### config.mk
export PLATFORM = sky130hd
export DESIGN_NAME = ising_run_controller
export DESIGN_NICKNAME = d
export VERILOG_FILES = /design/src/rtl/ising_run_controller.sv
export SDC_FILE = /design/constraint.sdc
export NUM_CORES = 1
export LEC_CHECK = 0
export CAP_MARGIN = 20
export CORE_ASPECT_RATIO = 1.4
export CORE_MARGIN = 8
export CORE_UTILIZATION = 57
export CTS_BUF_LIST = sky130_fd_sc_hd__clkbuf_8
export CTS_CLUSTER_DIAMETER = 60
export DETAILED_ROUTE_END_ITERATION = 10
export PLACE_DENSITY = 0.83
export SYNTH_ARGS = -nofsm -noshare
export SYNTH_HDL_FRONTEND = slang
export SYNTH_SLANG_ARGS = --single-unit
### constraint.sdc
create_clock -name clk -period 3.6 [get_ports clk]
set_input_delay 0.54 -clock clk [delete_from_list [all_inputs] [get_ports clk]]
set_output_delay 0.54 -clock clk [all_outputs]
set_load 0.01 [all_outputs]
### src/rtl/ising_run_controller.sv
// Run sequencer for a coupled ring-oscillator Ising array: owns the coupling
// weight bank, releases the array, measures phase mismatch vs oscillator 0, reports spins.
module ising_run_controller #(
   parameter int N              = 4,
   parameter int SETTLE_CYCLES  = 64,
   parameter int MEASURE_CYCLES = 256,
   parameter int CNT_W          = 9,
   localparam int AW = (N > 1) ? $clog2(N*N) : 1
) (
   input  logic               clk,
   input  logic               rst,
   input  logic               wr_valid,
   output logic               wr_ready,
   input  logic [AW-1:0]      wr_addr,
   input  logic [2:0]         wr_data,
   output logic               wr_err,
   input  logic               start,
   input  logic               abort,
   output logic               busy,
   output logic               done,
   output logic [N-1:0]       spins,
   output logic               osc_rstn,
   output logic [3*N*N-1:0]   weights_flat,
   input  logic [N-1:0]       osc_out,
   output logic [1:0]         dbg_state_o
);

   localparam logic [1:0] S_IDLE    = 2'd0;
   localparam logic [1:0] S_SETTLE  = 2'd1;
   localparam logic [1:0] S_MEASURE = 2'd2;
   localparam logic [1:0] S_DECIDE  = 2'd3;
   localparam int SW = (SETTLE_CYCLES > 1) ? $clog2(SETTLE_CYCLES) : 1;

   logic [1:0]        state_q, state_d;
   logic [SW-1:0]     settle_q, settle_d;
   logic [CNT_W-1:0]  meas_q, meas_d;
   logic [CNT_W-1:0]  cnt_q [N];
   logic [CNT_W-1:0]  cnt_d [N];
   logic [N-1:0]      spins_q, spins_d;
   logic [N-1:0]      sync1_q, sync2_q;
   logic [3*N*N-1:0]  weights_q;
   logic              wr_err_q;
   logic              addr_ok, wr_fire, wr_bad;

   // Handshake: a write transfers in any cycle where wr_valid && wr_ready;
   // wr_ready is high only in IDLE, so the bank never changes during a run.
   assign wr_ready = (state_q == S_IDLE);
   assign wr_fire  = wr_valid && wr_ready;
   assign wr_bad   = !addr_ok || (wr_data > 3'd4);

   if ((1 << AW) == N*N) begin : g_full_addr
      assign addr_ok = 1'b1;
   end else begin : g_part_addr
      assign addr_ok = (wr_addr < AW'(N*N));
   end

   always_comb begin
      state_d  = state_q;
      settle_d = settle_q;
      meas_d   = meas_q;
      cnt_d    = cnt_q;
      spins_d  = spins_q;
      case (state_q)
         S_IDLE: begin
            if (start && !abort) begin
               state_d  = S_SETTLE;
               settle_d = '0;
            end
         end
         S_SETTLE: begin
            if (abort) begin
               state_d = S_IDLE;
            end else if (settle_q == SW'(SETTLE_CYCLES - 1)) begin
               state_d = S_MEASURE;
               meas_d  = '0;
               for (int i = 0; i < N; i++) cnt_d[i] = '0;
            end else begin
               settle_d = settle_q + 1'b1;
            end
         end
         S_MEASURE: begin
            if (abort) begin
               state_d = S_IDLE;
            end else begin
               for (int i = 1; i < N; i++) begin
                  if ((sync2_q[i] != sync2_q[0]) && (cnt_q[i] != '1)) cnt_d[i] = cnt_q[i] + 1'b1;
               end
               cnt_d[0] = '0;
               // Spins resolve on the final sample so they are valid alongside done.
               if (meas_q == CNT_W'(MEASURE_CYCLES - 1)) begin
                  state_d = S_DECIDE;
                  for (int i = 0; i < N; i++) spins_d[i] = (cnt_d[i] > CNT_W'(MEASURE_CYCLES / 2));
                  spins_d[0] = 1'b0;
               end else begin
                  meas_d = meas_q + 1'b1;
               end
            end
         end
         default: begin
            if (start) begin
               state_d  = S_SETTLE;
               settle_d = '0;
            end else begin
               state_d = S_IDLE;
            end
         end
      endcase
   end

   always_ff @(posedge clk or posedge rst) begin
      if (rst) begin
         state_q   <= S_IDLE;
         settle_q  <= '0;
         meas_q    <= '0;
         for (int i = 0; i < N; i++) cnt_q[i] <= '0;
         spins_q   <= '0;
         sync1_q   <= '0;
         sync2_q   <= '0;
         weights_q <= {(N*N){3'b010}};
         wr_err_q  <= 1'b0;
      end else begin
         state_q  <= state_d;
         settle_q <= settle_d;
         meas_q   <= meas_d;
         cnt_q    <= cnt_d;
         spins_q  <= spins_d;
         sync1_q  <= osc_out;
         sync2_q  <= sync1_q;
         wr_err_q <= wr_fire && wr_bad;
         if (wr_fire && !wr_bad) weights_q[3*int'(wr_addr) +: 3] <= wr_data;
      end
   end

   assign busy         = (state_q != S_IDLE);
   assign done         = (state_q == S_DECIDE);
   assign osc_rstn     = (state_q == S_SETTLE) || (state_q == S_MEASURE);
   assign wr_err       = wr_err_q;
   assign spins        = spins_q;
   assign weights_flat = weights_q;
   assign dbg_state_o  = state_q;

endmodule

==> out/qor.yml <==
ir_drop_mv: 0.320
drc: 0
die_area_sq_um: 13000
antenna_found_initial: 0
critPathCaptureType: "flip-flop"
cts_tree: "done"
synth_cells: 523
die_y_um: 132
path_cells: "clkdlybuf4s50_1, inv_1, ha_1, xnor2_1, nand4_1, nor2_1, nand2_1, mux2_1"
yosysSeqAreaShare: 0.480
drtPass1Iterations: 5
whs_path_depth: 0
fin_util: 0.691
skew_ns: 0.0135
synthTopCellsByArea: "dfrtp_1 (40%), dfstp_2 (7.7%), mux2_2 (4.9%)"
cp.required_ns: 3.88
syn2layout_area_growth_pct: 18.9
yosysWarnings: 0
clockBufferDepth: 2
async_reset_ff_frac: 1.00
p_leak_nw: 2.82
ys_ff_latch: 104
crit_fanout: 7
fp.coreArea_sq_um: 9410
die_w_um: 98.8
min_period_ns: 2.76
ctsHtreeMaxLevel: 3
max_stage_delay_ns: 0.57
rsz0062_at_grt: "false"
clkLatencyLatePin_ns: 0.39
routed_wl_mm: 13.3
max_freq_ghz: 0.363
relSlewSlack: 0.358
vias: 4326
reg2regPathDepth: 7
drtIter0Drc: 277
ioPinCount: 75
tightest_slew_ns: 0.956
grt_max_degree: 48
arrival_ns: 3.03
grt_pass1_vias: 4512
syn_nets: 556
cts-root-buf: "clkbuf_8"
worst-setup-path-type: "in2reg"
synth_area_sq_um: 5470
cts_resized: 0
multi_input_area_sq_um: 2690
ant_nets: 0
maxSlewViolCount: 0
synth_cell_types: 58
power_density_nw_per_um2: 490
critPathLaunchType: "input pin"
outcome: "finished clean"
hold_viol_final: 0
fp-row-count: 42
grt_overflow: 0
via_per_inst: 6.11
postCtsSetupRepairBufs: 0
synth_flop_cell: "dfrtp_1"
hold_buffers: 0
cts_sinks: 104
setup_tns_ns: 0
fill_cells: 663
syn_area_per_cell_sq_um: 10.4
synth_top_area_frac: 0.403
initial_utilization: 0.581
place_congestion: 0.909
grt_first_pass_wirelength_mm: 22.2
synth-edff-count: 0
drive_gt1_frac: 0.134
setup_viol: 0
min_period_over_period: 0.765
yosys.area.top_type: "dfrtp_1"
cp_slowest_cell: "clkdlybuf4s50_1"
wl_per_cell_um: 18.8
io_buffers: 73
track_usage: 0.211
maxCapViolCount: 0
nets: 626
worst_setup_hold_path_clk_slew_ns: 0.11
cts_made_buffers: 9
timing.hold.ws_ns: 0.361
dp_hpwl_mm: 9.86
ff_latch_area_sq_um: 2620
diodes: 0
hp-class: "reg2reg"
cells in the mapped netlist (10+ instances only):
master and count:
o21ai_0 38, nand2_1 45, mux2_1 21, dfstp_2 16, nor3_1 19, and2_1 10
clkbuf_1 17, and3_1 11, xnor2_1 10, dfrtp_1 88, inv_1 14, mux2_2 24
nor2_1 34, nand3_1 17, nand4_1 10, ha_1 17, o31ai_1 14
routing by layer:
layer	vias up	track usage	wire length (um)
li1	2037	-	-
met2	132	0.376	7030
met5	-	0	0
met1	2133	0.222	5100
met3	24	0.0624	808
met4	0	0.0925	364
critical path, delay by kind of cell:
family        cells  cell delay [ns]
simple gates      3             0.84
mux               1             0.36
xor+xnor          1             0.44
fa+ha+maj         1             0.21
buf+inv           2             0.66
where the power goes:
part / switching, mW / total, mW / internal (mW) / leakage, nW
clock network: 0.449 / 0.739 / 0.291 / 0.102
logic: 0.565 / 1.01 / 0.449 / 1.36
registers: 0.110 / 1.43 / 1.32 / 1.36
state kept, by name (all words and copies together), names as in the netlist:
| name | cells |
|---|---|
| settle_q | 6 |
| weights_flat | 48 |
| meas_q | 9 |
| sync1_q | 4 |
| cnt_q | 27 |
| wr_err | 1 |
| dbg_state_o | 2 |
| sync2_q | 4 |
| spins | 3 |
cell usage in the layout (no fill, tap or decap), drive strengths merged, types with 11 or more instances in the layout:
cell            n
inv            20
nand3          17
o31ai          14
mux2           45
clkdlybuf4s50  73
xnor2          12
o21ai          41
nand2          45
nor3           23
dfstp          16
and3           11
dfrtp          88
nor2           35
ha             17
worst paths after layout:
path,startpoint,end,slack [ns]
worst min-delay path,sync1_q[0],sync2_q[0],0.36
worst max register to register,dbg_state_o[0],cnt_q[7],1.14
worst min register to register,sync1_q[0],sync2_q[0],0.36
worst max-delay path,wr_addr[1],weights_flat[30],0.84
max in group asynchronous,rst,weights_flat[4],2.20
min in group asynchronous,rst,weights_flat[20],0.56
final cells by class:
type | count | area share
multi-input combinational | 382 | 0.414
sequential | 104 | 0.403
timing repair buffer | 82 | 0.123
clock buffer | 10 | 0.0212
tap | 110 | 0.0212
clock inverter | 6 | 0.00885
inverter | 14 | 0.00847
per-stage QoR:
stage | worst slack, ns | total power [mW] | area (sq um) | cells
4_1_cts | 0.889 | 3.19 | 6500 | 708
3_5_place_dp | 0.477 | 2.46 | 6300 | 692
3_3_place_gp | 0.574 | 2.43 | 6300 | 692
2_1_floorplan | 0.354 | 2.00 | 5470 | 523
6_report | 0.844 | 3.18 | 6500 | 708
5_1_grt | 0.733 | 3.35 | 6500 | 708
cells by family (layout without fill, tap and decap cells):
logic type      count (synthesis)  in the layout  share of synthesized area
buf+inv                        37            112                     0.0277
other cells                     1              1                   0.000686
simple gates                  190            190                      0.187
fa+ha+maj                      17             17                     0.0389
compound gates                104            104                      0.128
mux                            49             49                      0.100
flops                         104            104                      0.480
xor+xnor                       21             21                     0.0378
Note: power is estimated with default switching activity, not from simulation.
